File: src/rtl/ppu_pkg.sv
// Shared PPU definitions: secondary-OAM default geometry, fill value and FSM state type.
package ppu_pkg;

    localparam int OAM2_DEPTH_DEF   = 8;
    localparam int OAM2_ENTRY_W_DEF = 32;

    localparam logic [OAM2_ENTRY_W_DEF-1:0] OAM2_FILL = {OAM2_ENTRY_W_DEF{1'b1}};

    typedef enum logic {
        S_IDLE  = 1'b0,
        S_CLEAR = 1'b1
    } oam2_state_t;

endpackage

File: src/rtl/ppu_oam2_ram.sv
// Secondary-OAM storage: DEPTH x ENTRY_W, one write port, one registered read port (read-before-write).
module ppu_oam2_ram #(
    parameter int DEPTH   = 8,
    parameter int ENTRY_W = 32
) (
    input  logic                     i_clk,
    input  logic                     i_rst,
    input  logic                     i_we,
    input  logic [$clog2(DEPTH)-1:0] i_waddr,
    input  logic [ENTRY_W-1:0]       i_wdata,
    input  logic                     i_re,
    input  logic [$clog2(DEPTH)-1:0] i_raddr,
    output logic [ENTRY_W-1:0]       o_rdata
);

    logic [ENTRY_W-1:0] mem [DEPTH];
    logic [ENTRY_W-1:0] rdata_q;

    // Array itself is never reset; contents are defined by the first clear or push.
    always_ff @(posedge i_clk) begin
        if (i_we) begin
            mem[i_waddr] <= i_wdata;
        end
    end

    // Nonblocking update gives old contents on a same-address read/write.
    always_ff @(posedge i_clk) begin
        if (i_rst) begin
            rdata_q <= '0;
        end else if (i_re) begin
            rdata_q <= mem[i_raddr];
        end
    end

    assign o_rdata = rdata_q;

endmodule

File: src/rtl/ppu_oam2_buf.sv
// Secondary-OAM buffer: push/append, indexed read, hardware clear sequence, fill count.
// Optional macro PPU_OAM2_OVERFLOW_EN builds the sticky overflow flag (tied to 0 otherwise).
module ppu_oam2_buf
    import ppu_pkg::*;
#(
    parameter int                 DEPTH   = OAM2_DEPTH_DEF,
    parameter int                 ENTRY_W = OAM2_ENTRY_W_DEF,
    parameter logic [ENTRY_W-1:0] FILL    = {ENTRY_W{1'b1}}
) (
    input  logic                     i_clk,
    input  logic                     i_rst,
    input  logic                     i_clear_start,
    output logic                     o_clear_busy,
    input  logic                     i_push,
    input  logic [ENTRY_W-1:0]       i_push_data,
    output logic                     o_full,
    output logic [$clog2(DEPTH):0]   o_count,
    output logic                     o_overflow,
    input  logic                     i_rd_en,
    input  logic [$clog2(DEPTH)-1:0] i_rd_addr,
    output logic [ENTRY_W-1:0]       o_rd_data,
    output logic                     o_rd_valid
);

    localparam int AW = $clog2(DEPTH);
    localparam int CW = AW + 1;

    oam2_state_t        state_q;
    logic [AW-1:0]      clr_cnt_q;
    logic [CW-1:0]      count_q;
    logic               rd_valid_q;
    logic               full;
    logic               clearing;
    logic               push_acc;
    logic               wr_en_d;
    logic [AW-1:0]      wr_addr_d;
    logic [ENTRY_W-1:0] wr_data_d;

    assign full     = (count_q == CW'(DEPTH));
    assign clearing = (state_q == S_CLEAR);
    // A clear request in the same cycle takes priority over the push.
    assign push_acc = !clearing && !i_clear_start && i_push && !full;

    // Reset gates the write so an aborted clear leaves later entries untouched.
    always_comb begin
        wr_en_d   = 1'b0;
        wr_addr_d = count_q[AW-1:0];
        wr_data_d = i_push_data;
        if (!i_rst) begin
            if (clearing) begin
                wr_en_d   = 1'b1;
                wr_addr_d = clr_cnt_q;
                wr_data_d = FILL;
            end else if (push_acc) begin
                wr_en_d = 1'b1;
            end
        end
    end

    always_ff @(posedge i_clk) begin
        if (i_rst) begin
            state_q    <= S_IDLE;
            clr_cnt_q  <= '0;
            count_q    <= '0;
            rd_valid_q <= 1'b0;
        end else begin
            rd_valid_q <= i_rd_en;
            if (i_clear_start) begin
                state_q   <= S_CLEAR;
                clr_cnt_q <= '0;
                count_q   <= '0;
            end else begin
                case (state_q)
                    S_CLEAR: begin
                        clr_cnt_q <= clr_cnt_q + 1'b1;
                        if (clr_cnt_q == AW'(DEPTH - 1)) begin
                            state_q <= S_IDLE;
                        end
                    end
                    default: begin
                        if (push_acc) begin
                            count_q <= count_q + 1'b1;
                        end
                    end
                endcase
            end
        end
    end

`ifdef PPU_OAM2_OVERFLOW_EN
    logic ovf_q;
    logic push_ovf;

    assign push_ovf = !clearing && !i_clear_start && i_push && full;

    always_ff @(posedge i_clk) begin
        if (i_rst || i_clear_start) begin
            ovf_q <= 1'b0;
        end else if (push_ovf) begin
            ovf_q <= 1'b1;
        end
    end

    assign o_overflow = ovf_q;
`else
    assign o_overflow = 1'b0;
`endif

    ppu_oam2_ram #(
        .DEPTH   (DEPTH),
        .ENTRY_W (ENTRY_W)
    ) u_ram (
        .i_clk   (i_clk),
        .i_rst   (i_rst),
        .i_we    (wr_en_d),
        .i_waddr (wr_addr_d),
        .i_wdata (wr_data_d),
        .i_re    (i_rd_en),
        .i_raddr (i_rd_addr),
        .o_rdata (o_rd_data)
    );

    assign o_clear_busy = clearing;
    assign o_full       = full;
    assign o_count      = count_q;
    assign o_rd_valid   = rd_valid_q;

endmodule

File: config.mk
export PLATFORM = sky130hd
export DESIGN_NAME = ppu_oam2_buf
export DESIGN_NICKNAME = d
export VERILOG_FILES = /design/src/rtl/ppu_pkg.sv /design/src/rtl/ppu_oam2_ram.sv /design/src/rtl/ppu_oam2_buf.sv
export SDC_FILE = /design/constraint.sdc
export NUM_CORES = 1
export LEC_CHECK = 0
export ABC_AREA = 1
export CELL_PAD_IN_SITES_DETAIL_PLACEMENT = 1
export CELL_PAD_IN_SITES_GLOBAL_PLACEMENT = 1
export CORE_MARGIN = 10
export CORE_UTILIZATION = 42
export CTS_CLUSTER_SIZE = 14
export DETAILED_ROUTE_END_ITERATION = 6
export PLACE_DENSITY_LB_ADDON = 0.3
export SLEW_MARGIN = 10
export SYNTH_ARGS = -nofsm -noshare
export SYNTH_HDL_FRONTEND = slang
export SYNTH_HIERARCHICAL = 1
export SYNTH_SLANG_ARGS = --single-unit
File: constraint.sdc
create_clock -name i_clk -period 3.1 [get_ports i_clk]
set_input_delay 0.62 -clock i_clk [delete_from_list [all_inputs] [get_ports i_clk]]
set_output_delay 0.62 -clock i_clk [all_outputs]
set_load 0.05 [all_outputs]
Word level (Yosys, flattened, before mapping)
Memories as Yosys holds them, arrays and structs flattened. A register that Yosys moved wholly into a read port is not among the register bits.
Cells that the tools add are included.
W data, S select, Z words.
{ "word_totals": {"romBits": 0, "register_bits": 9, "memories": 1, "latch_bits": 0, "inputBits": 40, "ram_bits": 256, "output_inout_bits": 40, "elab_cells": 30} }
{ "op_classes": {"n_lt_le_gt_ge": 0, "n_mux": 12, "n_reduce_logical": 8, "bitwise": 1, "n_div": 0, "mul": 0, "n_eq_ne": 2, "n_shift": 0, "n_addsub": 2} }
{ "mem_list": {"columns": ["memory", "words", "width", "rd", "rd_ports_with_merged_regs", "wr", "line_no", "source"], "rows": [
  ["u_ram.mem", 8, 32, 1, 1, 1, "ppu_oam2_ram.sv:16", "logic [ENTRY_W-1:0] mem [DEPTH];"]
]} }
{ "ops": {"columns": ["cell", "count"], "rows": [
  ["$mux W32", 2],
  ["$mux W1", 8],
  ["$mux W3", 2],
  ["$add A4 B1 Y4 const B", 1],
  ["$eq A4 B4 Y1 const B", 1],
  ["$add A3 B1 Y3 const B", 1],
  ["$eq A3 B3 Y1 const B", 1],
  ["$logic_and A1 B1 Y1", 3],
  ["$logic_not A1 Y1", 3],
  ["$reduce_and A2 Y1", 1],
  ["$reduce_or A2 Y1", 1],
  ["$not A1 Y1", 1]
]} }

Longest topological paths before layout
{ "depth": {"ltp_word": 9, "depth_mapped": 8} }

Hierarchy
The synthesis kept the hierarchy.
{ "by_module_without_submodules": {"columns": ["module", "cells_each", "n_inst", "area_each_um2"], "rows": [
  ["ppu_oam2_ram", 1167, 1, 11992.8],
  ["ppu_oam2_buf", 135, 1, 735.7]
]} }

Worst setup path before layout
Ideal clock, no wire load.
{ "synth_timing": {"kind": "register to register", "start": "register count_q[0] (netlist: o_count[0])", "end": "memory u_ram.mem[1][0], enable pin", "path_stages_with_launch": 8, "synth_period_minus_slack_ns": 3.407, "t_required_ns": 2.679, "arrival_time_ns": 2.985, "slack_ns": -0.307, "n_path_buf": 0, "path_cell_list": "dfxtp_1 inv_1 ha_1 nand3_1 nand3_1 o21ai_0 nand2_1 nor2_1"} }
{ "synth_between": {"elab_chain_len": 8} }
{ "synth_rtl": {"columns": ["item", "line_no", "source"], "rows": [
  ["from (decl)", "ppu_oam2_buf.sv:30", "logic [CW-1:0] count_q;"],
  ["from (signal assigned)", "ppu_oam2_buf.sv:82", "count_q <= count_q + 1'b1;"],
  ["$eq A4 B4 Y1", "ppu_oam2_buf.sv:39", "assign full = (count_q == CW'(DEPTH));"],
  ["$logic_not A1 Y1", "ppu_oam2_buf.sv:42", "assign push_acc = !clearing && !i_clear_start && i_push && !full;"],
  ["$logic_and A1 B1 Y1", "ppu_oam2_buf.sv:42", null],
  ["$mux W1", "ppu_oam2_buf.sv:54", "end else if (push_acc) begin"],
  ["$mux W1", "ppu_oam2_buf.sv:50", "if (clearing) begin"],
  ["$mux W1", "ppu_oam2_buf.sv:49", "if (!i_rst) begin"],
  ["net wr_en_d", "ppu_oam2_buf.sv:35", "logic wr_en_d;"],
  ["$mux W1", "ppu_oam2_ram.sv:21", "if (i_we) begin"],
  ["$mux W1 (implied by the code)", "ppu_oam2_ram.sv:22", "mem[i_waddr] <= i_wdata;"],
  ["to (decl)", "ppu_oam2_ram.sv:16", null]
]} }
The timed path passes the listed nets, and every way through them passes these cells.

Final worst setup path
{ "layout_timing": {"start": "register count_q[0] (netlist: o_count[0])", "end": "output o_full"} }
{ "layout_between": {"elab_chain_len": 1} }
{ "layout_rtl": {"columns": ["item", "line_no", "source"], "rows": [
  ["$eq A4 B4 Y1", "ppu_oam2_buf.sv:39", null],
  ["to (decl)", "ppu_oam2_buf.sv:16", "output logic o_full,"]
]} }
Every way passes these cells.

==> results.toml <==
[critical_path]
r2r_end = "u_ram/mem[3][2]"
critPathRequiredTime_ns = 2.48
cp_slowest_cell = "sky130_fd_sc_hd__clkdlybuf4s50_1"
critical_path_arrival_ns = 2.24
critical_path_start_end_classification = "reg -> out"
critical_path_buf_inv_count = 2
worst-r2r-cell-count = 8
max_stage_delay_ns = 0.84
timing.reg2reg.setup_slack_ns = 0.61
critical_path_s_top_delay_family = "buffers and inverters"
crit_fanout = 6
crit_path_start_kind = "register"
timing.critical_path.to_type = "output pin"
worst_r2r_startpoint = "o_count[0]"
cp_cell_sequence = "inv_1 -> ha_1 -> nand2_1 -> nor2_1 -> clkdlybuf4s50_1"

[finish]
ratio_of_cells_with_drive_above_1_in_the_final_layout = 0.0683
area.growth.synth_to_final_pct = 19.5
layout.cells.most_common = "sky130_fd_sc_hd__nand2_1"
multi_input_area_um2 = 2860
final_instance_area_um2 = 15200
ant_diodes = 0
final.fill_count = 3297
nNetsFinal = 1424
most-common-layout-cells = "339 x sky130_fd_sc_hd__nand2_1, 301 x sky130_fd_sc_hd__inv_1, 256 x sky130_fd_sc_hd__edfxtp_1"
ff_latch_area_um2 = 8510

[worst_hold_path]
worst_hold_path_type = "reg -> reg"
timing.hold.worst.start = "clr_cnt_q[2]"
worst_hold_path.num_cells = 2
hold_path_end = "clr_cnt_q[2]"

[logic_synthesis]
synth_sequential_area_ratio = 0.668
synth_fa_ha_area_frac = 0.00393
synth_top_family_by_area = "simple AND/OR/NAND/NOR gates"
synth.cell_area_um2 = 12700
synth_fp_nets = 1346
synth.ff_latch_count = 297
proportion_of_synthesized_area_in_mux_cells = 0
synth_compound_area_frac = 0.0298
postSynthAreaPerCell_um2 = 9.78
synth_simple_gate_area_frac = 0.184
synth_xor_xnor_area_share = 0.00138
synth_cell_type_count = 21
synth_cells = 1302
synth-warning-count = 6

[cts]
ctsHoldBuffers = 0
tritoncts = "built"
cts_made_buffers = 34
root_buffer = "sky130_fd_sc_hd__clkbuf_16"
clk_pin_slew_worst_paths_ns = 0.06
post_cts_resized = 0
htree_num_levels = 2
clkSinkCount = 297
post-cts-setup-buffers = 0
cts_buffer_depth = 3
clk-insertion-delay-late_ns = 0.50

[routing]
routed_via_density = 4.90
post-route-drc-count = 0
final_antenna_net_count = 0
drt_iter0_markers = 489
drt-pass1-iter-count = 4
route.vias.total = 8803
routed_wirelength_um = 32400
detail_route.wl_per_cell_um = 18.0

[placement]
io_buffers = 78
post_dp_cell_area_um2 = 14100
detailed_place_hpwl_um = 20100
gp_congestion = 0.759

[power]
leakage_nw = 6.66
swShare = 0.234
p_per_area_nw_per_um2 = 603
switching_power_mw = 2.15
worst_ir_drop_vdd_mv = 0.441
final_total_power_mw = 9.18
cell_internal_pwr_mw = 7.03
comb_power_share = 0.089
clock_power_share = 0.420
power_frac_seq = 0.491

[global_route]
grt_start_max_net_pins = 129
globalRouteOverflowTotal = 0
grt_first_pass_wirelength_um = 51400
first_global_vias = 9558
number_of_antenna_violations_at_the_first_check_in_global_routing = 0
gr-usage-all-layers = 0.169

[die]
fp.dieH_um = 194
initial_util = 0.427
core_region_area_um2 = 29800
die_width_um = 194
core.rowCount = 63
io_pins = 80
fp.dieArea_um2 = 37700

[timing]
worst_hold_slack_ns = 0.489
max_freq_mhz = 349
worst_pin_slew_ns = 0.839
timing.slew.headroom = 0.441
maxSlewViolCount = 0
rsz_0062_raised_after_global_routing = "no"
report.final.hold_viol_count = 0
final_critical_path_time_including_i_o_delays_and_setup_ns = 2.86
clock_skew_ns = 0.0104
share_of_the_cycle_needed_by_the_critical_path_after_routing = 0.924
setup_viol_count_final = 0

[outcome]
result_of_the_run = "finished, final reports clean"

[run]
drv.max_cap_violation_count = 0
==> registers in the layout, summed over array words and instances (netlist names) <==
signal         count
clr_cnt_q          3
o_clear_busy       1
o_count            4
o_rd_valid         1
u_ram/mem        256
u_ram/o_rdata     32
==> kinds of logic after synthesis <==
| logic type | after synthesis |
|---|---|
| flops | 297 |
| other cells | 1 |
| xor+xnor | 2 |
| simple gates | 557 |
| compound gates | 75 |
| buf+inv | 366 |
| fa+ha+maj | 4 |
==> metal layers <==
metal / share of wire / up-vias / wire, µm / track usage
met3: 0.040 / 46 / 1290 / 0.0318
met4: 0.018 / 0 / 574 / 0.0488
li1: - / 4275 / - / -
met5: 0 / - / 0 / 0
met2: 0.51 / 164 / 16400 / 0.298
met1: 0.44 / 4318 / 14100 / 0.204
==> per-stage QoR <==
stage           util  cells  setup slack [ns]  setup TNS, ns
5_1_grt        0.511   1796            0.0391              0
6_report       0.511   1796             0.237              0
2_1_floorplan      -   1302            -0.306         -68.11
3_5_place_dp   0.474   1734             0.271              0
3_3_place_gp   0.474   1734             0.322              0
4_1_cts        0.511   1796             0.181              0
==> worst reg2reg max path: stages, from the launching register on <==
cell and delay, ns:
sky130_fd_sc_hd__dfxtp_1 0.42, sky130_fd_sc_hd__inv_1 0.12, sky130_fd_sc_hd__ha_1 0.23, sky130_fd_sc_hd__nand3_1 0.09
sky130_fd_sc_hd__nand3_1 0.09, sky130_fd_sc_hd__o21ai_0 0.37, sky130_fd_sc_hd__nand2_1 0.34, sky130_fd_sc_hd__nor2_4 0.27
sky130_fd_sc_hd__buf_12 0.24
==> final cells by class <==
cell class                 instances  share of cell area
sequential                       297               0.559
multi-input combinational        639               0.188
inverter                         303              0.0748
timing repair buffer             105              0.0737
clock buffer                      49              0.0678
tap                              390              0.0321
clock inverter                    13             0.00469
==> synthesized netlist by cell type <==
cell type,instances,area [µm²]
sky130_fd_sc_hd__dfxtp_1,41,821
sky130_fd_sc_hd__buf_2,40,200
sky130_fd_sc_hd__a21oi_2,1,8.76
sky130_fd_sc_hd__xor2_1,1,8.76
sky130_fd_sc_hd__clkbuf_1,17,63.8
sky130_fd_sc_hd__o21ai_0,35,175
sky130_fd_sc_hd__buf_1,5,18.8
sky130_fd_sc_hd__nand3_1,195,976
sky130_fd_sc_hd__inv_2,2,7.51
sky130_fd_sc_hd__buf_4,1,7.51
sky130_fd_sc_hd__nor2_1,19,71.3
sky130_fd_sc_hd__inv_1,301,1130
sky130_fd_sc_hd__o21ai_1,1,5.00
sky130_fd_sc_hd__a21oi_1,38,190
sky130_fd_sc_hd__conb_1,1,3.75
sky130_fd_sc_hd__xnor2_1,1,8.76
sky130_fd_sc_hd__nor2_2,2,12.5
sky130_fd_sc_hd__nand2_1,340,1280
sky130_fd_sc_hd__ha_1,4,50.1
sky130_fd_sc_hd__edfxtp_1,256,7690
sky130_fd_sc_hd__nand4_1,1,6.26
==> power by group through the flow <==
stage          combinational [mW]  sequential, mW  clock [mW]
6_report                    0.820            4.51        3.85
5_1_grt                     0.902            4.52        4.11
4_1_cts                     0.833            4.51        3.94
3_5_place_dp                0.827            4.59           0
3_3_place_gp                0.801            4.59           0
2_1_floorplan               0.373            4.71           0
==> how the worst max path moves through the flow <==
| stage | startpoint | end | slack [ns] | depth (start not counted) |
|---|---|---|---|---|
| after floorplan | o_count[0] | u_ram/mem[5][0] | -0.31 | 7 |
| after global placement | i_clear_start | u_ram/mem[3][2] | 0.32 | 7 |
| after detailed placement | i_clear_start | u_ram/mem[3][30] | 0.27 | 7 |
| after CTS | o_count[0] | o_full | 0.18 | 5 |
| after global routing | o_count[0] | o_full | 0.04 | 5 |
| final | o_count[0] | o_full | 0.24 | 5 |
Note: power is estimated with default switching activity, not from simulation.
